### src/rtl/alu_seq_ctrl_pkg.sv
// Shared definitions for the sequential multiply/divide controller.
package alu_seq_ctrl_pkg;

  localparam int unsigned OpWidth  = 8;
  localparam int unsigned AccWidth = 9;
  localparam int unsigned NumIter  = 8;

  localparam logic OP_MUL = 1'b0;
  localparam logic OP_DIV = 1'b1;

  typedef enum logic [1:0] {
    StIdle,
    StRun,
    StFix,
    StDone
  } state_e;

endpackage

### src/rtl/alu_seq_ctrl_adder.sv
// Ripple-carry adder; the single arithmetic resource of the multiply/divide datapath.
module Parallel_Adder #(
  parameter int unsigned Width = 9
) (
  input  logic [Width-1:0] x,
  input  logic [Width-1:0] y,
  input  logic             cin,
  output logic [Width-1:0] z,
  output logic             cout,
  output logic             oflow
);

  logic [Width:0] c;

  always_comb begin
    c[0] = cin;
    z    = '0;
    for (int i = 0; i < Width; i++) begin
      z[i]   = x[i] ^ y[i] ^ c[i];
      c[i+1] = (x[i] & y[i]) | (c[i] & (x[i] ^ y[i]));
    end
  end

  assign cout  = c[Width];
  assign oflow = c[Width] ^ c[Width-1];

endmodule

### src/rtl/alu_seq_ctrl.sv
// Sequential 8-bit ALU: Booth radix-2 signed multiply and non-restoring unsigned divide
// sharing one 9-bit adder.
module alu_seq_ctrl
  import alu_seq_ctrl_pkg::*;
(
  input  logic                clk,
  input  logic                rst,
  input  logic                start,
  input  logic                op,
  input  logic [OpWidth-1:0]  a,
  input  logic [OpWidth-1:0]  b,
  output logic                busy,
  output logic                done,
  output logic [15:0]         result,
  output logic                dbz
);

  state_e state_q, state_d;

  logic [AccWidth-1:0] acc_q;
  logic [OpWidth-1:0]  q_q;
  logic [OpWidth-1:0]  m_q;
  logic                qm1_q;
  logic                op_q;
  logic [3:0]          cnt_q;
  logic [15:0]         result_q;
  logic                dbz_q;

  logic [AccWidth-1:0] add_x, add_y, add_z;
  logic                add_cin;
  logic                unused_cout, unused_oflow;

  logic [AccWidth-1:0] m_ext, d_ext, fix_acc;
  logic                div_by_zero;

  assign m_ext       = {m_q[OpWidth-1], m_q};
  assign d_ext       = {1'b0, m_q};
  assign div_by_zero = (op == OP_DIV) && (b == '0);

  Parallel_Adder #(
    .Width(AccWidth)
  ) u_adder (
    .x    (add_x),
    .y    (add_y),
    .cin  (add_cin),
    .z    (add_z),
    .cout (unused_cout),
    .oflow(unused_oflow)
  );

  // Booth pairs 00/11 add zero, so the shift can always take the adder output.
  always_comb begin
    add_x   = acc_q;
    add_y   = '0;
    add_cin = 1'b0;
    if (state_q == StRun) begin
      if (op_q == OP_MUL) begin
        if ({q_q[0], qm1_q} == 2'b10) begin
          add_y   = ~m_ext;
          add_cin = 1'b1;
        end else if ({q_q[0], qm1_q} == 2'b01) begin
          add_y = m_ext;
        end
      end else begin
        add_x = {acc_q[AccWidth-2:0], q_q[OpWidth-1]};
        if (!acc_q[AccWidth-1]) begin
          add_y   = ~d_ext;
          add_cin = 1'b1;
        end else begin
          add_y = d_ext;
        end
      end
    end else if (state_q == StFix) begin
      add_y = d_ext;
    end
  end

  // Negative remainder after the last divide step is restored by adding D back.
  assign fix_acc = (op_q == OP_DIV && acc_q[AccWidth-1]) ? add_z : acc_q;

  always_comb begin
    state_d = state_q;
    unique case (state_q)
      StIdle: begin
        if (start) state_d = div_by_zero ? StDone : StRun;
      end
      StRun: begin
        if (cnt_q == 4'(NumIter - 1)) state_d = StFix;
      end
      StFix:   state_d = StDone;
      StDone:  state_d = StIdle;
      default: state_d = StIdle;
    endcase
  end

  always_ff @(posedge clk or posedge rst) begin
    if (rst) begin
      state_q <= StIdle;
    end else begin
      state_q <= state_d;
    end
  end

  always_ff @(posedge clk or posedge rst) begin
    if (rst) begin
      acc_q    <= '0;
      q_q      <= '0;
      m_q      <= '0;
      qm1_q    <= 1'b0;
      op_q     <= OP_MUL;
      cnt_q    <= '0;
      result_q <= '0;
      dbz_q    <= 1'b0;
    end else begin
      unique case (state_q)
        StIdle: begin
          if (start) begin
            op_q  <= op;
            m_q   <= b;
            q_q   <= a;
            qm1_q <= 1'b0;
            acc_q <= '0;
            cnt_q <= '0;
            if (div_by_zero) begin
              result_q <= {a, 8'hFF};
              dbz_q    <= 1'b1;
            end
          end
        end
        StRun: begin
          cnt_q <= cnt_q + 4'd1;
          if (op_q == OP_MUL) begin
            acc_q <= {add_z[AccWidth-1], add_z[AccWidth-1:1]};
            q_q   <= {add_z[0], q_q[OpWidth-1:1]};
            qm1_q <= q_q[0];
          end else begin
            acc_q <= add_z;
            q_q   <= {q_q[OpWidth-2:0], ~add_z[AccWidth-1]};
          end
        end
        StFix: begin
          acc_q    <= fix_acc;
          result_q <= {fix_acc[OpWidth-1:0], q_q};
          dbz_q    <= 1'b0;
        end
        default: ;
      endcase
    end
  end

  assign busy   = (state_q != StIdle);
  assign done   = (state_q == StDone);
  assign result = result_q;
  assign dbz    = dbz_q;

endmodule

### config.mk
export PLATFORM = sky130hd
export DESIGN_NAME = alu_seq_ctrl
export DESIGN_NICKNAME = d
export VERILOG_FILES = /design/src/rtl/alu_seq_ctrl_pkg.sv /design/src/rtl/alu_seq_ctrl_adder.sv /design/src/rtl/alu_seq_ctrl.sv
export SDC_FILE = /design/constraint.sdc
export NUM_CORES = 1
export LEC_CHECK = 0
export ABC_AREA = 0
export BUFFER_PORTS_ARGS = -buffer_cell sky130_fd_sc_hd__buf_2
export CORE_AREA = 2 2 69 84
export DETAILED_ROUTE_END_ITERATION = 12
export DIE_AREA = 0 0 71 86
export PLACE_DENSITY = 0.83
export SLEW_MARGIN = 20
export SYNTH_ARGS = -nofsm -noshare
export SYNTH_HDL_FRONTEND = slang
export SYNTH_HIERARCHICAL = 1
export SYNTH_SLANG_ARGS = --single-unit
### constraint.sdc
create_clock -name clk -period 7.95 [get_ports clk]
set_input_delay 0.795 -clock clk [delete_from_list [all_inputs] [get_ports clk]]
set_output_delay 0.795 -clock clk [all_outputs]
set_load 0.005 [all_outputs]
==> run_results.csv <==
group,metric,value,unit
timing,hold_violations,0,
detailed_routing,via_per_inst,5.89,
die,start_util,60.7,%
global_route,grt_pass1_wl,11.1,mm
timing,fmax,158,MHz
timing,setup_ws,1.61,ns
critical_path,rrSetupSlack,1.61,ns
detailed_routing,first_pass_iters,5,
synthesis,avgSynthCellArea,10.6,sq um
run,drv_cap,0,
die,die-area,0.00611,sq mm
layout,final_nets,365,
synthesis,mappedNetlistArea,0.00319,sq mm
placement,gp_congestion,0.855,
timing,tightest_slew,1.04,ns
synthesis,yosysWarnings,6,
cts,cts_tree,"built",
power_and_ir_drop,leakagePower,1.60,nW
global_route,grt_max_degree,51,
power_and_ir_drop,p_seq_share,32.2,%
critical_path,setup.worst_path.start_class,"flip-flop",
global_route,globalRoute.totalOverflow,0,
layout,drive_above_1_share,26.0,%
timing,finalCriticalPeriod,6.34,ns
die,die_height,86,um
timing,skew,0.00719,ns
die,io_pins,39,
cts,clk_pin_slew,0.10,ns
placement,io_buffers,38,
detailed_routing,drtAntennaViolNets,0,
critical_path,endpoint_kind,"flip-flop",
power_and_ir_drop,peakVddDrop,0.276,mV
timing,rsz0062_at_grt,"no",
status,outcome,"completed",
detailed_routing,post_drt_wl_per_cell,16.3,um
timing,finalSetupViolations,0,
detailed_routing,via_count,2313,
die,fp-row-count,29,
power_and_ir_drop,finalPower,1.48,mW
cts,root_buffer,"clkbuf_8",
critical_path,cp.arrival,6.50,ns
critical_path,crit_fanout,31,
layout,fin_cells,393,
critical_path,path_class,"reg -> reg",
min_path,hold_start,"result[12]$_DFFE_PP0P_",
timing,finalCritPeriodShare,79.8,%
critical_path,r2r_start,"state_q[1]$_DFFE_PP0P_",
critical_path,crit_required,8.11,ns
placement,dp_hpwl,4.63,mm
cts,cts_buffers,5,
timing,slew_headroom,30.7,%
detailed_routing,drt-total-wl,6.39,mm
cts,hold_buffers,0,
layout,design_area,0.00349,sq mm
critical_path,rr_worst_depth,23,
cts,insertion_delay,0.31,ns
cts,cts_max_level,2,
placement,dp_cells,385,
layout,area_delta_synth_final,9.41,%
global_route,grt_usage,22.9,%
min_path,hold_end,"result[12]$_DFFE_PP0P_",
power_and_ir_drop,internal_power,0.841,mW
power_and_ir_drop,p_sw_share,43.2,%
die,core_region_area,0.00526,sq mm
min_path,min_path_cells,1,
global_route,antenna_found_initial,0,
layout,final_cell_mix,"dfrtp_1, buf_2, mux2i_1",
cts,cts_buffer_depth,2,
global_route,grt_pass1_vias,2291,
synthesis,syn_inst,300,
placement,placed_area,0.00338,sq mm
power_and_ir_drop,p_clk_share,12.5,%
timing,fin_setup_tns,0,ns
cts,cts_resized,0,
layout,layout_commonest_cell,"dfrtp_1",
power_and_ir_drop,p_comb_share,55.3,%
cts,post_cts_buffers,0,
layout,n_antenna_cell,0,
detailed_routing,first_iter_violations,156,
layout,nFillCells,420,
synthesis,postSynthNetCount,335,
detailed_routing,drc_errors,0,
power_and_ir_drop,p_switching,0.639,mW
min_path,hp-class,"reg -> reg",
timing,drv_slew,0,
die,die_width,71,um
cts,cts.sinks,50,
power_and_ir_drop,powerDensity,424,mW/mm^2
critical_path,reg2reg_to,"q_q[0]$_DFFE_PP0P_",
placement,dp_slack,1.67,ns
==> power by group through the flow <==
stage	registers [mW]	clock network (mW)	logic (mW)
2_1_floorplan	0.438	0	0.669
3_3_place_gp	0.476	0	0.783
3_5_place_dp	0.482	0	0.812
4_1_cts	0.478	0.189	0.816
5_1_grt	0.498	0.195	0.911
6_report	0.477	0.185	0.818
==> area by class of cell <==
| type | instances | area (sq um) | area share, % |
|---|---|---|---|
| inverter | 21 | 80.1 | 2.29 |
| tap | 62 | 77.6 | 2.22 |
| clock buffer | 6 | 72.6 | 2.08 |
| timing repair buffer | 39 | 198 | 5.66 |
| sequential | 50 | 1250 | 35.8 |
| clock inverter | 2 | 37.5 | 1.07 |
| multi-input combinational | 213 | 1780 | 50.8 |
==> flip-flops by register name, indices dropped and copies added, names as in the netlist <==
signal   count
acc_q        9
dbz          1
qm1_q        1
cnt_q        4
op_q         1
result      16
q_q          8
m_q          8
state_q      2
==> stage by stage <==
step                hold slack (ns)  util, %
global route                  0.528     66.4
floorplan                     0.460        -
global placement              0.487     64.2
CTS                           0.514     66.3
detailed placement            0.492     64.2
finish                        0.508     66.4
==> worst max path at each step <==
stage / start / end / cells after the start
floorplan: state_q[1]$_DFFE_PP0P_ / q_q[0]$_DFFE_PP0P_ / 22
global placement: state_q[1]$_DFFE_PP0P_ / q_q[0]$_DFFE_PP0P_ / 23
detailed placement: state_q[1]$_DFFE_PP0P_ / q_q[0]$_DFFE_PP0P_ / 23
CTS: state_q[1]$_DFFE_PP0P_ / q_q[0]$_DFFE_PP0P_ / 23
global route: state_q[1]$_DFFE_PP0P_ / q_q[0]$_DFFE_PP0P_ / 23
finish: state_q[1]$_DFFE_PP0P_ / q_q[0]$_DFFE_PP0P_ / 23
==> per-layer routing <==
layer / vias up / part of all wire [%] / wire length (um) / GRT usage [%]
met5: - / 0 / 0 / 0
met4: 0 / 1.5 / 96 / 7.20
met3: 8 / 5.1 / 329 / 3.29
met2: 71 / 48 / 3090 / 37.9
met1: 1117 / 45 / 2870 / 31.2
li1: 1117 / - / - / -
==> critical path: stages (launching register included) <==
cell and delay, ns:
dfrtp_1 0.42, inv_1 0.12, ha_1 0.40, inv_1 0.50, a211o_1 0.47, mux2i_1 0.16, nor2_1 0.08, fa_1 0.42
inv_1 0.08, fa_1 0.16, inv_1 0.05, fa_1 0.38, fa_1 0.40, fa_1 0.42, fa_1 0.40, fa_1 0.39
fa_1 0.36, inv_1 0.07, fa_1 0.40, inv_1 0.09, nand2b_1 0.10, a21oi_1 0.08, a21oi_1 0.14, o21ai_0 0.09
Power figures use the tool's default switching activity.
